### src/rtl/mmram_merge_arb.sv
// Two-into-one packet merge arbiter for Send/Ack token streams: one requester owns the
// single-word output register for PKT_LEN words, then ownership alternates round-robin.
module mmram_merge_arb #(
    parameter int DW      = 32,
    parameter int PKT_LEN = 2,
    parameter int CW      = $clog2(PKT_LEN + 1)
) (
    input  logic          cp,
    input  logic          MR,
    input  logic          Send_in0,
    input  logic [DW-1:0] Data_in0,
    output logic          Ack_out0,
    input  logic          Send_in1,
    input  logic [DW-1:0] Data_in1,
    output logic          Ack_out1,
    output logic          Send_out,
    output logic [DW-1:0] Data_out,
    input  logic          Ack_in,
    output logic [1:0]    grant,
    output logic          busy
);

    typedef enum logic [1:0] {
        IDLE = 2'd0,
        G0   = 2'd1,
        G1   = 2'd2
    } state_t;

    state_t        state;
    logic          prio;
    logic [CW-1:0] cnt;
    logic          can_load;
    logic          xfer0;
    logic          xfer1;
    logic          last;

    // The output register may take a word when empty or when it drains this same edge.
    assign can_load = ~Send_out | Ack_in;
    assign Ack_out0 = (state == G0) && can_load;
    assign Ack_out1 = (state == G1) && can_load;
    assign xfer0    = Send_in0 & Ack_out0;
    assign xfer1    = Send_in1 & Ack_out1;
    assign last     = (cnt == CW'(PKT_LEN - 1));
    assign grant    = {state == G1, state == G0};
    assign busy     = (state != IDLE);

    always_ff @(posedge cp or posedge MR) begin
        if (MR) begin
            state    <= IDLE;
            prio     <= 1'b0;
            cnt      <= '0;
            Send_out <= 1'b0;
            Data_out <= '0;
        end else if (xfer0 || xfer1) begin
            Send_out <= 1'b1;
            Data_out <= xfer1 ? Data_in1 : Data_in0;
            if (last) begin
                // Packet complete: release and favour the other requester next time.
                state <= IDLE;
                cnt   <= '0;
                prio  <= xfer0;
            end else begin
                cnt <= cnt + CW'(1);
            end
        end else begin
            if (Ack_in)
                Send_out <= 1'b0;
            if (state == IDLE) begin
                if (Send_in0 && (!Send_in1 || !prio))
                    state <= G0;
                else if (Send_in1)
                    state <= G1;
            end
        end
    end

endmodule
### config.mk
export PLATFORM = sky130hd
export DESIGN_NAME = mmram_merge_arb
export DESIGN_NICKNAME = d
export VERILOG_FILES = /design/src/rtl/mmram_merge_arb.sv
export SDC_FILE = /design/constraint.sdc
export NUM_CORES = 1
export LEC_CHECK = 0
export ABC_AREA = 1
export CAP_MARGIN = 30
export CORE_ASPECT_RATIO = 1.25
export CORE_UTILIZATION = 30
export DETAILED_ROUTE_END_ITERATION = 10
export GPL_TIMING_DRIVEN = 0
export PLACE_DENSITY_LB_ADDON = 0.05
export REMOVE_ABC_BUFFERS = 1
export SETUP_SLACK_MARGIN = 0.5
export SYNTH_ARGS = -nofsm -noshare
export SYNTH_HDL_FRONTEND = slang
export SYNTH_SLANG_ARGS = --single-unit
### constraint.sdc
create_clock -name cp -period 1.7 [get_ports cp]
set_input_delay 0.34 -clock cp [delete_from_list [all_inputs] [get_ports cp]]
set_output_delay 0.34 -clock cp [all_outputs]
set_load 0.05 [all_outputs]
# Word level (Yosys, flattened, before mapping)
# Index checks and enable logic that the tools add are counted.
[word_totals] out_inout_bits=38 input_bits=69 register_bits=38 word_cells=37
[op_classes] n_addsub=1 reduce_logical=14 n_eq_ne=4 bitwise=4 n_mux=9
[ops] operator="two-way mux 32 bit" n=1
[ops] operator="two-way mux 2 bit" n=6
[ops] operator="nonzero test 2 bit" n=3
[ops] operator="== test 2 x 1 -> 1 bit (second input constant)" n=2
[ops] operator="logical AND 1 bit" n=3
[ops] operator="AND reduction 3 bit" n=1
[ops] operator="nonzero test 3 bit" n=1
[ops] operator="adder 2 x 1 -> 2 bit (second input constant)" n=1
[ops] operator="AND 1 bit" n=2
[ops] operator="== test 2 bit (second input constant)" n=1
[ops] operator="zero test 1 bit" n=2
[ops] operator="zero test 2 bit" n=1
[ops] operator="logical OR 1 bit" n=2
[ops] operator="two-way mux 1 bit" n=2
[ops] operator="!= test 2 bit (second input constant)" n=1
[ops] operator="AND reduction 2 bit" n=1
[ops] operator="NOT 1 bit" n=1
[ops] operator="bitwise OR 1 bit" n=1

# Longest topological paths before layout
# Gate-level depths: netlist (run 1).
[logic_depth] word_depth=7 mapped_depth=9 depth_no_buf=9

# Least setup slack after synthesis (run 1)
# No wires, ideal clock.
[synth_path] kind="reg2out" startpoint="register Send_out" endpoint="output Ack_out0" stages_incl_launch_ff=4 slack_ns=-0.524 arrival_time_ns=1.884 path_cell_list="dfrtp_1 nand2_1 inv_1 nor3_1"
[synth_between] elab_chain_cells=3
[synth_rtl] element="start: declaration" line_no="16" rtl="output logic Send_out,"
[synth_rtl] element="start signal: assignment" line_no="52" rtl="Send_out <= 1'b0;"
[synth_rtl] element="start signal: assignment" line_no="55" rtl="Send_out <= 1'b1;"
[synth_rtl] element="start signal: assignment" line_no="67" rtl="Send_out <= 1'b0;"
[synth_rtl] element="NOT 1 bit" line_no="38" rtl="assign can_load = ~Send_out | Ack_in;"
[synth_rtl] element="bitwise OR 1 bit" line_no="38"
[synth_rtl] element="logical AND 1 bit" line_no="39" rtl="assign Ack_out0 = (state == G0) && can_load;"
[synth_rtl] element="end: declaration" line_no="12" rtl="output logic Ack_out0,"
# Every way passes these cells.

# Final worst setup path (run 1)
[layout_path] startpoint="register state[0]" endpoint="output grant[0]"
[layout_between] elab_chain_cells=1
[layout_rtl] element="start: declaration" line_no="29" rtl="state_t state;"
[layout_rtl] element="start signal: assignment" line_no="49" rtl="state <= IDLE;"
[layout_rtl] element="start signal: assignment" line_no="59" rtl="state <= IDLE;"
[layout_rtl] element="start signal: assignment" line_no="70" rtl="state <= G0;"
[layout_rtl] element="== test 2 x 1 -> 1 bit" line_no="44" rtl="assign grant = {state == G1, state == G0};"
[layout_rtl] element="end: declaration" line_no="19" rtl="output logic [1:0] grant,"
# Every way passes these cells.

==> key figures, run 1 <==
Timing
  • Period utilization: 90.58%
  • Skew final: 0.007250 ns
  • Fin. Hold Viols: 0
  • Fin Setup TNS: 0 ns
  • Measured slew at the worst slew-check pin: around 0.70 ns
  • Normalized max-slew margin: 53.12%
  • Highest clock rate: approximately 650 MHz
  • Setup violators final: 0
  • RSZ-0062 raised after global routing: true
  • Final critical-path required period: 1.540 ns
  • Max-slew violation count: 0
  • WHS: approximately 0.45 ns

Setup path
  • Critical Path Start Type: register
  • Worst path slowest cell: dfrtp_2
  • CP max stage delay: 0.45 ns
  • Worst-path fanout max: 4
  • Crit-path cells: inv_4 > nor2_2 > buf_4
  • RR Startpoint: state[1]$_DFFE_PP0P_
  • Critical path arrival: 1.20 ns
  • R2R depth: 10
  • Reg2Reg Setup Slack: 0.20 ns
  • Reg-to-Reg End: state[1]$_DFFE_PP0P_
  • Buf/Inv on CP: 2
  • Critical Path Stages: 3
  • Required time worst endpoint: 1.36 ns
  • Crit-path leading delay family: flip-flops
  • CP endpoint kind: primary output
  • Setup CP Type: reg2out

Cells and area
  • Non-filler cells, final: between 400 and 500
  • Synthesis-to-layout area growth: 111.0%
  • Final core occ: 65.52%
  • Filler cells: 581
  • Reg area: roughly 950 sq um
  • Design area: ~0.004 sq mm
  • ANT cells: 0
  • Fraction of layout cells with a size suffix above 1: 39.58%
  • Layout Nets: ~450
  • Multi-input gate area: 0.001079 sq mm

Synthesis
  • XOR/XNOR Fraction of Synth Area: less than 1%
  • Yosys top cell area share: 49.67%
  • Mapped Area: 0.001914 sq mm
  • Largest family of logic cells by synthesized area: simple AND/OR/NAND/NOR gates
  • Leading area contributor after synthesis: dfrtp_1
  • Top-count cell post-synth: nor2_1
  • FF+latch count, synth: 38
  • Ranking of synthesized cells by area: dfrtp_1 (50%), nor2_1 (13%), a21oi_1 (8.4%), inv_1 (7.1%), o21ai_0 (6.0%)
  • Mux cell area share after synthesis: 0%
  • Post-synth EDFFs: 0
  • Sequential element share of the synthesized area: 49.67%
  • Synth top cells by count: nor2_1 (66), dfrtp_1 (38), inv_1 (36)
  • Async SR Flop Fraction: 100.0%
  • Synth Area in Adders: 0%
  • Syn Area/Cell: 7.814 sq um
  • Post-synthesis simple-gate area fraction: between 10% and 20%
  • Synth Area in Compound Gates: about 18%
  • Main synth FF type: dfrtp_1
  • Post-synth cell types: 22
  • Synth Instances: 245
  • Synth Warn #: 0

Placed design
  • Placed cell area: 0.003010 sq mm
  • Port bufs: 106
  • Placer Congestion: roughly 0.73
  • Cells after DPL: 424
  • Final HPWL DP: between 3000 and 4000 um

Run
  • Total of max-cap violations: 0

Die
  • Core ar.: a little over 0.006 sq mm
  • Die H: 91.31 um
  • Row cnt: 32
  • Initial Util: 31.05%
  • Die area: 0.006707 sq mm
  • Die X: 73.45 um
  • IO Pins: 107

Power
  • Power per standard cell area: about 1900 mW/mm^2
  • Leakage Power: 1.774 nW
  • VDD IR max: 0.8221 mV

Detailed routing
  • Vias/cell: 4.480
  • First-pass detailed-route iteration total: 4
  • Total number of vias: 2101
  • Detailed Route Iter0 Violations: between 50 and 60
  • Final ANT Viol Nets: 0
  • Final WL: 7077 um
  • Wirelength per Cell: 15.09 um
  • Post-route DRC: 0

Global routing
  • First-pass GRT wire length: 9266 um
  • Vias in the first global route: 1899
  • Initial antenna violation count: 0
  • GR Overflow Total: 0
  • Largest net degree at the start of global routing: 39
  • GR Util All Layers: 18.34%

Worst hold path
  • Hold crit path type: in2async

Clocking
  • CTS H-tree depth: 2
  • CTS max path bufs: 2
  • Latest clock arrival within the worst-skew pair: just under 0.3 ns
  • CTS Hold Bufs: 0
  • # clock sinks: 38
  • Clock buffer count from CTS: 5
  • CTS clk-pin slew, worst paths: 0.07 ns
  • Root buf cell: clkbuf_8
  • CTS tree: built

Status
  • Status: complete, no violations
==> stage by stage <==
| stage | total power (W) | setup slack (ns) |
|---|---|---|
| floorplan | 0.004089 | -1.171 |
| global placement | 0.005361 | -2.361 |
| detailed placement | 0.005432 | -1.063 |
| CTS | 0.006755 | 0.1653 |
| global route | 0.008095 | 0.1188 |
| finish | 0.007721 | 0.1602 |
==> worst max-delay path by stage <==
| stage | to | slack [ns] | startpoint |
|---|---|---|---|
| finish | grant[0] | 0.16 | state[0]$_DFFE_PP0P_ |
| global route | Data_out[25]$_DFFE_PP0P_ | 0.12 | state[0]$_DFFE_PP0P_ |
| CTS | state[1]$_DFFE_PP0P_ | 0.17 | state[1]$_DFFE_PP0P_ |
| detailed placement | state[1]$_DFFE_PP0P_ | -1.06 | Ack_in |
| global placement | state[1]$_DFFE_PP0P_ | -2.36 | Ack_in |
| floorplan | state[0]$_DFFE_PP0P_ | -1.17 | state[1]$_DFFE_PP0P_ |
==> cells by family after synthesis <==
kind of cell / count (synthesis)
DFF: 38
buffers and inverters: 52
xor gates and xnor gates: 1
AOI/OAI and AO/OA: 67
and+or+nand+nor: 87
==> final cells by class <==
class                   count  share of cell area (%)
clock buffers               6                   2.044
multi-input cells         157                   26.70
repair buffers            145                   41.38
well taps                  85                   2.632
flip-flops and latches     38                   23.57
inverters                  38                   3.685
==> metal layers <==
metal	share of wire [%]	global-route usage, %	vias up	wire length (um)
met5	0	0	-	0
met4	0.95	6.250	0	67
met3	4.6	5.105	5	324
met2	55	33.64	53	3865
met1	40	19.47	994	2821
li1	-	-	1049	-
==> where the power goes <==
| group | total (W) | leakage (nW) | internal (W) | switching, W |
|---|---|---|---|---|
| registers | 0.00168 | 0.429 | 0.00135 | 0.000334 |
| logic | 0.00541 | 1.30 | 0.00227 | 0.00314 |
| clock network | 0.000626 | 0.0431 | 0.000313 | 0.000313 |
==> worst register-to-register path: stages (launching register included) <==
cell	delay (ns)
dfrtp_1	0.41
inv_2	0.10
nor2_4	0.13
nand3_4	0.14
nand2_8	0.17
buf_16	0.16
nand2_8	0.07
nand2_4	0.07
nand2_2	0.05
nand2_1	0.05
nand2_1	0.04
==> what timing repair did <==
action                     CTS  global route
gates cloned                 4            12
setup endpoints to repair   76           112
gates resized for setup    312            73
pin swaps                    6            12
buffers inserted            12            11
==> placed cells by master, fill, tap and decap left out, types with 2 or more instances in the layout <==
cell type and instances:
nand3_4 3, nand2_2 2, buf_6 40, dlygate4sd2_1 2, nand2_1 4, buf_12 3
nand2_4 4, clkbuf_16 8, clkbuf_8 6, nand2_8 2, inv_2 2, dfrtp_1 37
a21oi_1 11, o21ai_1 7, o21ai_4 10, o21ai_2 15, inv_1 33, nand3_1 3
clkdlybuf4s50_1 66, a21oi_2 21, buf_4 21, inv_4 2, buf_16 4, nor2_1 66
==> flip-flops by register name, indices dropped and copies added (netlist names) <==
register	cells
Data_out	32
Send_out	1
prio	1
cnt	2
state	2
(Power assumes the default switching activity.)
==> run 2: changes to the inputs <==
Settings changed: PLACE_DENSITY_LB_ADDON 0.05 to 0.08.
==> run 2 against run 1 <==
Against the previous run: die area stayed put; sequential power about the same; highest routed layer unchanged; clock skew up 0.0016 ns; critical path depth increased by 1; worst hold slack lost 0.0074 ns; via count grew 3.0%; core utilization is 2.3 points higher; largest cell class unchanged.
==> key figures, run 2 (synthesized netlist as in run 1, its figures left out) <==
Cells and area
  • Layout Nets: 463 (was 454)
  • Fraction of layout cells with a size suffix above 1: 42.13% (was 39.58%)
  • Synthesis-to-layout area growth: 118.5% (was 111.0%)
  • Final core occ: 67.84% (was 65.52%)
  • ANT cells: 0 (unchanged)
  • Most frequent cells in the layout: clkdlybuf4s50_1 (66), nor2_1 (53), buf_6 (41) (was nor2_1 (66), clkdlybuf4s50_1 (66), buf_6 (40))
  • Commonest non-fill, non-tap cell in the layout: clkdlybuf4s50_1
  • Max reg flops: 32 (unchanged)
  • Largest registers: Data_out x32, cnt x2, state x2 (unchanged)
  • Top reg by flops: Data_out (unchanged)
  • Design area: 0.004183 sq mm (was 0.004040 sq mm)

Timing
  • Period utilization: 94.96% (was 90.58%)
  • Setup violators final: 0 (unchanged)
  • RSZ-0062 raised after global routing: true (unchanged)
  • Max-slew violation count: 0 (unchanged)
  • Fin. Hold Viols: 0 (unchanged)
  • Worst setup margin: 0.08560 ns (was 0.1602 ns)
  • Normalized max-slew margin: 54.67% (was 53.12%)
  • Highest clock rate: 619.4 MHz (was 649.4 MHz)
  • Fin Setup TNS: 0 ns (unchanged)
  • Measured slew at the worst slew-check pin: 0.6792 ns (was 0.7032 ns)
  • Skew final: 0.008888 ns (was 0.007250 ns)
  • Final critical-path required period: 1.614 ns (was 1.540 ns)

Global routing
  • Grt met2 use: 37.61% (was 33.64%)
  • Most Crowded Layer GR: met2 (unchanged)
  • GR Overflow Total: 0 (unchanged)
  • Vias in the first global route: 2107 (was 1899)
  • Met1 Use GR: 23.04% (was 19.47%)
  • GR Util All Layers: 20.65% (was 18.34%)
  • Largest net degree at the start of global routing: 39 (unchanged)
  • Initial antenna violation count: 0 (unchanged)
  • First-pass GRT wire length: 10210 um (was 9266 um)
  • Met3 usage: 5.105% (unchanged)

Placed design
  • DP Worst Slack: -1.141 ns (was -1.063 ns)
  • Port bufs: 106 (unchanged)
  • Final HPWL DP: 3251 um (was 3209 um)
  • Placed cell area: 0.003010 sq mm (unchanged)
  • Placer Congestion: 0.7054 (was 0.7325)

Detailed routing
  • Wirelength per Cell: 14.18 um (was 15.09 um)
  • Detailed Route Iter0 Violations: 52 (was 56)
  • Final WL: 6794 um (was 7077 um)
  • Total number of vias: 2164 (was 2101)
  • Final ANT Viol Nets: 0 (unchanged)
  • Post-route DRC: 0 (unchanged)
  • First-pass detailed-route iteration total: 4 (unchanged)
  • Vias/cell: 4.518 (was 4.480)

Clocking
  • Clock buffer count from CTS: 5 (unchanged)
  • CTS Hold Bufs: 0 (unchanged)
  • CTS tree: built (unchanged)
  • Root buf cell: clkbuf_8 (unchanged)
  • Latest clock arrival within the worst-skew pair: 0.29 ns (about the same)
  • CTS H-tree depth: 2 (unchanged)
  • CTS max path bufs: 2 (unchanged)
  • CTS clk-pin slew, worst paths: 0.08 ns (was 0.07 ns)
  • # clock sinks: 38 (unchanged)

Setup path
  • Critical Path Start Type: register (unchanged)
  • Setup CP Type: reg2out (unchanged)
  • Worst-path fanout max: 4 (unchanged)
  • Critical path arrival: 1.27 ns (was 1.20 ns)
  • CP endpoint kind: primary output (unchanged)
  • Required time worst endpoint: 1.36 ns (about the same)

Power
  • Leakage Power: 1.846 nW (was 1.774 nW)
  • Total power: 0.008401 W (was 0.007721 W)
  • Power per standard cell area: 2008 mW/mm^2 (was 1911 mW/mm^2)
  • VDD IR max: 0.9172 mV (was 0.8221 mV)

Status
  • Status: complete, no violations (unchanged)

Die
  • Core ar.: 0.006166 sq mm (unchanged)
  • IO Pins: 107 (unchanged)
  • Die H: 91.31 um (unchanged)
  • Initial Util: 31.05% (unchanged)
  • Row cnt: 32 (unchanged)
  • Die X: 73.45 um (unchanged)
  • Die area: 0.006707 sq mm (unchanged)

Worst hold path
  • Hold crit path type: in2async (unchanged)

Run
  • Total of max-cap violations: 0 (unchanged)
-- run 2: layout make-up --
class / instances / area (sq um)
clock buffer: 6 / 82.58
clock inverter: 1 / 30.03
fill: 537 / 1983
inverter: 38 / 148.9
multi-input combinational: 157 / 1054
sequential: 38 / 953.4
tap: 85 / 106.4
timing repair buffer: 154 / 1808
-- run 2: metrics by stage --
stage / hold WS (ns) / std cells
4_1_cts: 0.4933 / 464
2_1_floorplan: 0.4476 / 231
3_3_place_gp: 0.4711 / 422
3_5_place_dp: 0.4782 / 424
6_report: 0.4447 / 479
5_1_grt: 0.4956 / 479
-- run 2: timing repair --
action	CTS	global route
cloned	11	1
gates resized for setup	332	64
hold endpoints to repair	0	0
setup endpoints to repair	76	76
setup buffers	22	14
pin swaps	18	30
-- run 2: path summary, 6_finish.rpt --
kind	start	end	slack, ns	depth (start not counted)
worst max-delay path	Send_out$_DFFE_PP0P_	Ack_out1	0.09	4
min in group cp	prio$_DFFE_PP0P_	prio$_DFFE_PP0P_	0.50	2
worst min register to register	prio$_DFFE_PP0P_	prio$_DFFE_PP0P_	0.50	2
max in group asynchronous	MR	state[1]$_DFFE_PP0P_	0.81	2
worst max register to register	state[1]$_DFFE_PP0P_	Data_out[28]$_DFFE_PP0P_	0.12	10
worst min-delay path	MR	prio$_DFFE_PP0P_	0.44	2
-- run 2: where the power goes --
part           switching, W  internal, W
clock              0.000328     0.000470
combinational       0.00325      0.00264
sequential         0.000355      0.00135
-- run 2: metal layers --
layer	wire length (um)	vias to the layer above	share of wire, %
li1	-	1069	-
met1	2674	1032	39
met2	3740	54	55
met3	277	9	4.1
met4	101	0	1.5
met5	0	-	0
-- run 2: critical path, stage by stage, from the launching register on --
cell and delay, ns:
dfrtp_1 0.42, nand2_4 0.12, inv_4 0.05, nor3_2 0.20
buf_6 0.19
==> run 3: changes to the inputs <==
--- a/config.mk
+++ b/config.mk
@@ -13,2 +13,3 @@
 export GPL_TIMING_DRIVEN = 0
+export HOLD_SLACK_MARGIN = 0.03
 export PLACE_DENSITY_LB_ADDON = 0.08
--- a/constraint.sdc
+++ b/constraint.sdc
@@ -3,2 +3,2 @@
 set_output_delay 0.34 -clock cp [all_outputs]
-set_load 0.05 [all_outputs]
+set_load 0.1 [all_outputs]
==> run 3 against run 2 <==
Against the previous run: wire length rose by 5.4%; sequential cell count stayed put; largest cell class unchanged; clock-buffer cell count is the same.
==> key figures, run 3 (synthesized netlist as in run 1, its figures left out) <==
Placed design
  • Cells after DPL: 424 (unchanged)
  • Placer Congestion: 0.7054 (unchanged)
  • Port bufs: 106 (unchanged)
  • Final HPWL DP: 3251 um (unchanged)
  • Placed cell area: 0.003010 sq mm (unchanged)

Worst hold path
  • Hold crit path type: in2async (unchanged)

Timing
  • Fin Setup TNS: 0 ns (unchanged)
  • Max-slew violation count: 0 (unchanged)
  • Measured slew at the worst slew-check pin: 0.6758 ns (was 0.6792 ns)
  • Period utilization: 95.42% (was 94.96%)
  • Final critical-path required period: 1.622 ns (was 1.614 ns)
  • RSZ-0062 raised after global routing: true (unchanged)
  • Fin. Hold Viols: 0 (unchanged)
  • Highest clock rate: 616.5 MHz (was 619.4 MHz)
  • Normalized max-slew margin: 54.95% (was 54.67%)
  • Skew final: 0.006329 ns (was 0.008888 ns)
  • Setup violators final: 0 (unchanged)

Detailed routing
  • Post-route DRC: 0 (unchanged)
  • Final WL: 7163 um (was 6794 um)
  • Vias/cell: 4.504 (was 4.518)
  • Wirelength per Cell: 14.56 um (was 14.18 um)
  • Detailed Route Iter0 Violations: 45 (was 52)
  • Total number of vias: 2216 (was 2164)
  • First-pass detailed-route iteration total: 4 (unchanged)
  • Final ANT Viol Nets: 0 (unchanged)

Cells and area
  • Synthesis-to-layout area growth: 142.9% (was 118.5%)
  • Filler cells: 460 (was 537)
  • Multi-input gate area: 0.001074 sq mm (was 0.001054 sq mm)
  • Most frequent cells in the layout: clkdlybuf4s50_1 (66), nor2_1 (50), buf_12 (44) (was clkdlybuf4s50_1 (66), nor2_1 (53), buf_6 (41))
  • Largest registers: Data_out x32, cnt x2, state x2 (unchanged)
  • Top reg by flops: Data_out (unchanged)
  • Layout Nets: 476 (was 463)
  • Fraction of layout cells with a size suffix above 1: 44.47% (was 42.13%)
  • Commonest non-fill, non-tap cell in the layout: clkdlybuf4s50_1 (unchanged)
  • Final core occ: 75.43% (was 67.84%)
  • Design area: 0.004651 sq mm (was 0.004183 sq mm)
  • Non-filler cells, final: 492 (was 479)
  • Max reg flops: 32 (unchanged)
  • Reg area: 954.7 sq um (was 953.4 sq um)
  • ANT cells: 0 (unchanged)

Clocking
  • Latest clock arrival within the worst-skew pair: 0.29 ns (about the same)
  • CTS H-tree depth: 2 (unchanged)
  • CTS clk-pin slew, worst paths: 0.08 ns (about the same)
  • # clock sinks: 38 (unchanged)
  • Root buf cell: clkbuf_8 (unchanged)
  • CTS tree: built (unchanged)
  • Clock buffer count from CTS: 5 (unchanged)
  • CTS max path bufs: 2 (unchanged)
  • CTS Hold Bufs: 0 (unchanged)

Die
  • Initial Util: 31.05% (unchanged)
  • IO Pins: 107 (unchanged)
  • Core ar.: 0.006166 sq mm (unchanged)
  • Die X: 73.45 um (unchanged)
  • Row cnt: 32 (unchanged)
  • Die H: 91.31 um (unchanged)
  • Die area: 0.006707 sq mm (unchanged)

Global routing
  • GR Overflow Total: 0 (unchanged)
  • Vias in the first global route: 2196 (was 2107)
  • Initial antenna violation count: 0 (unchanged)
  • Largest net degree at the start of global routing: 39 (unchanged)
  • GR Util All Layers: 22.27% (was 20.65%)
  • First-pass GRT wire length: 11010 um (was 10210 um)

Setup path
  • Crit-path cells: buf_6 > nor2_4 > buf_6 > buf_12 (was nand2_4 > inv_4 > nor3_2 > buf_6)
  • CP endpoint kind: primary output (unchanged)
  • Crit path from: state[1]$_DFFE_PP0P_ (was Send_out$_DFFE_PP0P_)
  • Critical path arrival: 1.28 ns (was 1.27 ns)
  • Most frequent CP cell: buf_6
  • CP max stage delay: 0.42 ns (about the same)
  • Critical Path Start Type: register (unchanged)
  • Buf/Inv on CP: 3 (was 2)
  • Worst-path fanout max: 3 (was 4)
  • Crit-path leading delay family: buffers and inverters (was flip-flops)
  • Required time worst endpoint: 1.36 ns (about the same)
  • Setup CP Type: reg2out (unchanged)
  • Worst path slowest cell: dfrtp_1 (unchanged)
  • RR Startpoint: state[0]$_DFFE_PP0P_ (was state[1]$_DFFE_PP0P_)

Run
  • Total of max-cap violations: 0 (unchanged)

Status
  • Status: complete, no violations (unchanged)
[run 3: changes by cell type in the layout (fill, tap and decap cells not counted), sizes merged]
cell  before  now
buf       85   98
[run 3: timing repair]
item                                    CTS  global route
pin swaps                                27            22
resized for setup                       429            51
cloned                                   12             1
buffers inserted                         33            15
endpoints found under the setup margin   76           103
endpoints found under the hold margin     0             0
[run 3: final cells by class]
class | instances | area share (%)
timing repair buffer | 167 | 48.53
multi-input combinational | 157 | 23.08
sequential | 38 | 20.53
inverter | 38 | 3.148
tap | 85 | 2.287
clock buffer | 6 | 1.776
clock inverter | 1 | 0.6457
[run 3: layer usage]
layer / part of all wire, % / GRT usage (%) / vias to the layer above
met5: 0 / 0 / -
met2: 58 / 42.35 / 52
li1: - / - / 1092
met3: 3.1 / 4.883 / 4
met1: 38 / 24.15 / 1068
met4: 0.71 / 5.128 / 0
[run 3: final timing paths]
path / to / slack, ns / cells after the start
min reg2reg: prio$_DFFE_PP0P_ / 0.49 / 2
min in group cp: prio$_DFFE_PP0P_ / 0.49 / 2
max reg2reg: Data_out[15]$_DFFE_PP0P_ / 0.09 / 10
max: grant[0] / 0.08 / 4
min: prio$_DFFE_PP0P_ / 0.44 / 2
max in group asynchronous: Data_out[15]$_DFFE_PP0P_ / 0.80 / 2
[run 3: through the flow]
step / hold slack (ns) / setup slack (ns)
3_3_place_gp: 0.4711 / -2.270
4_1_cts: 0.4994 / 0.06600
3_5_place_dp: 0.4782 / -1.141
2_1_floorplan: 0.4476 / -1.772
5_1_grt: 0.5024 / 0.01993
6_report: 0.4420 / 0.07792
Power of run 3 is left out: the tool's default activity adds up to more than one toggle a clock period on the data nets, which glitch-free logic cannot reach.
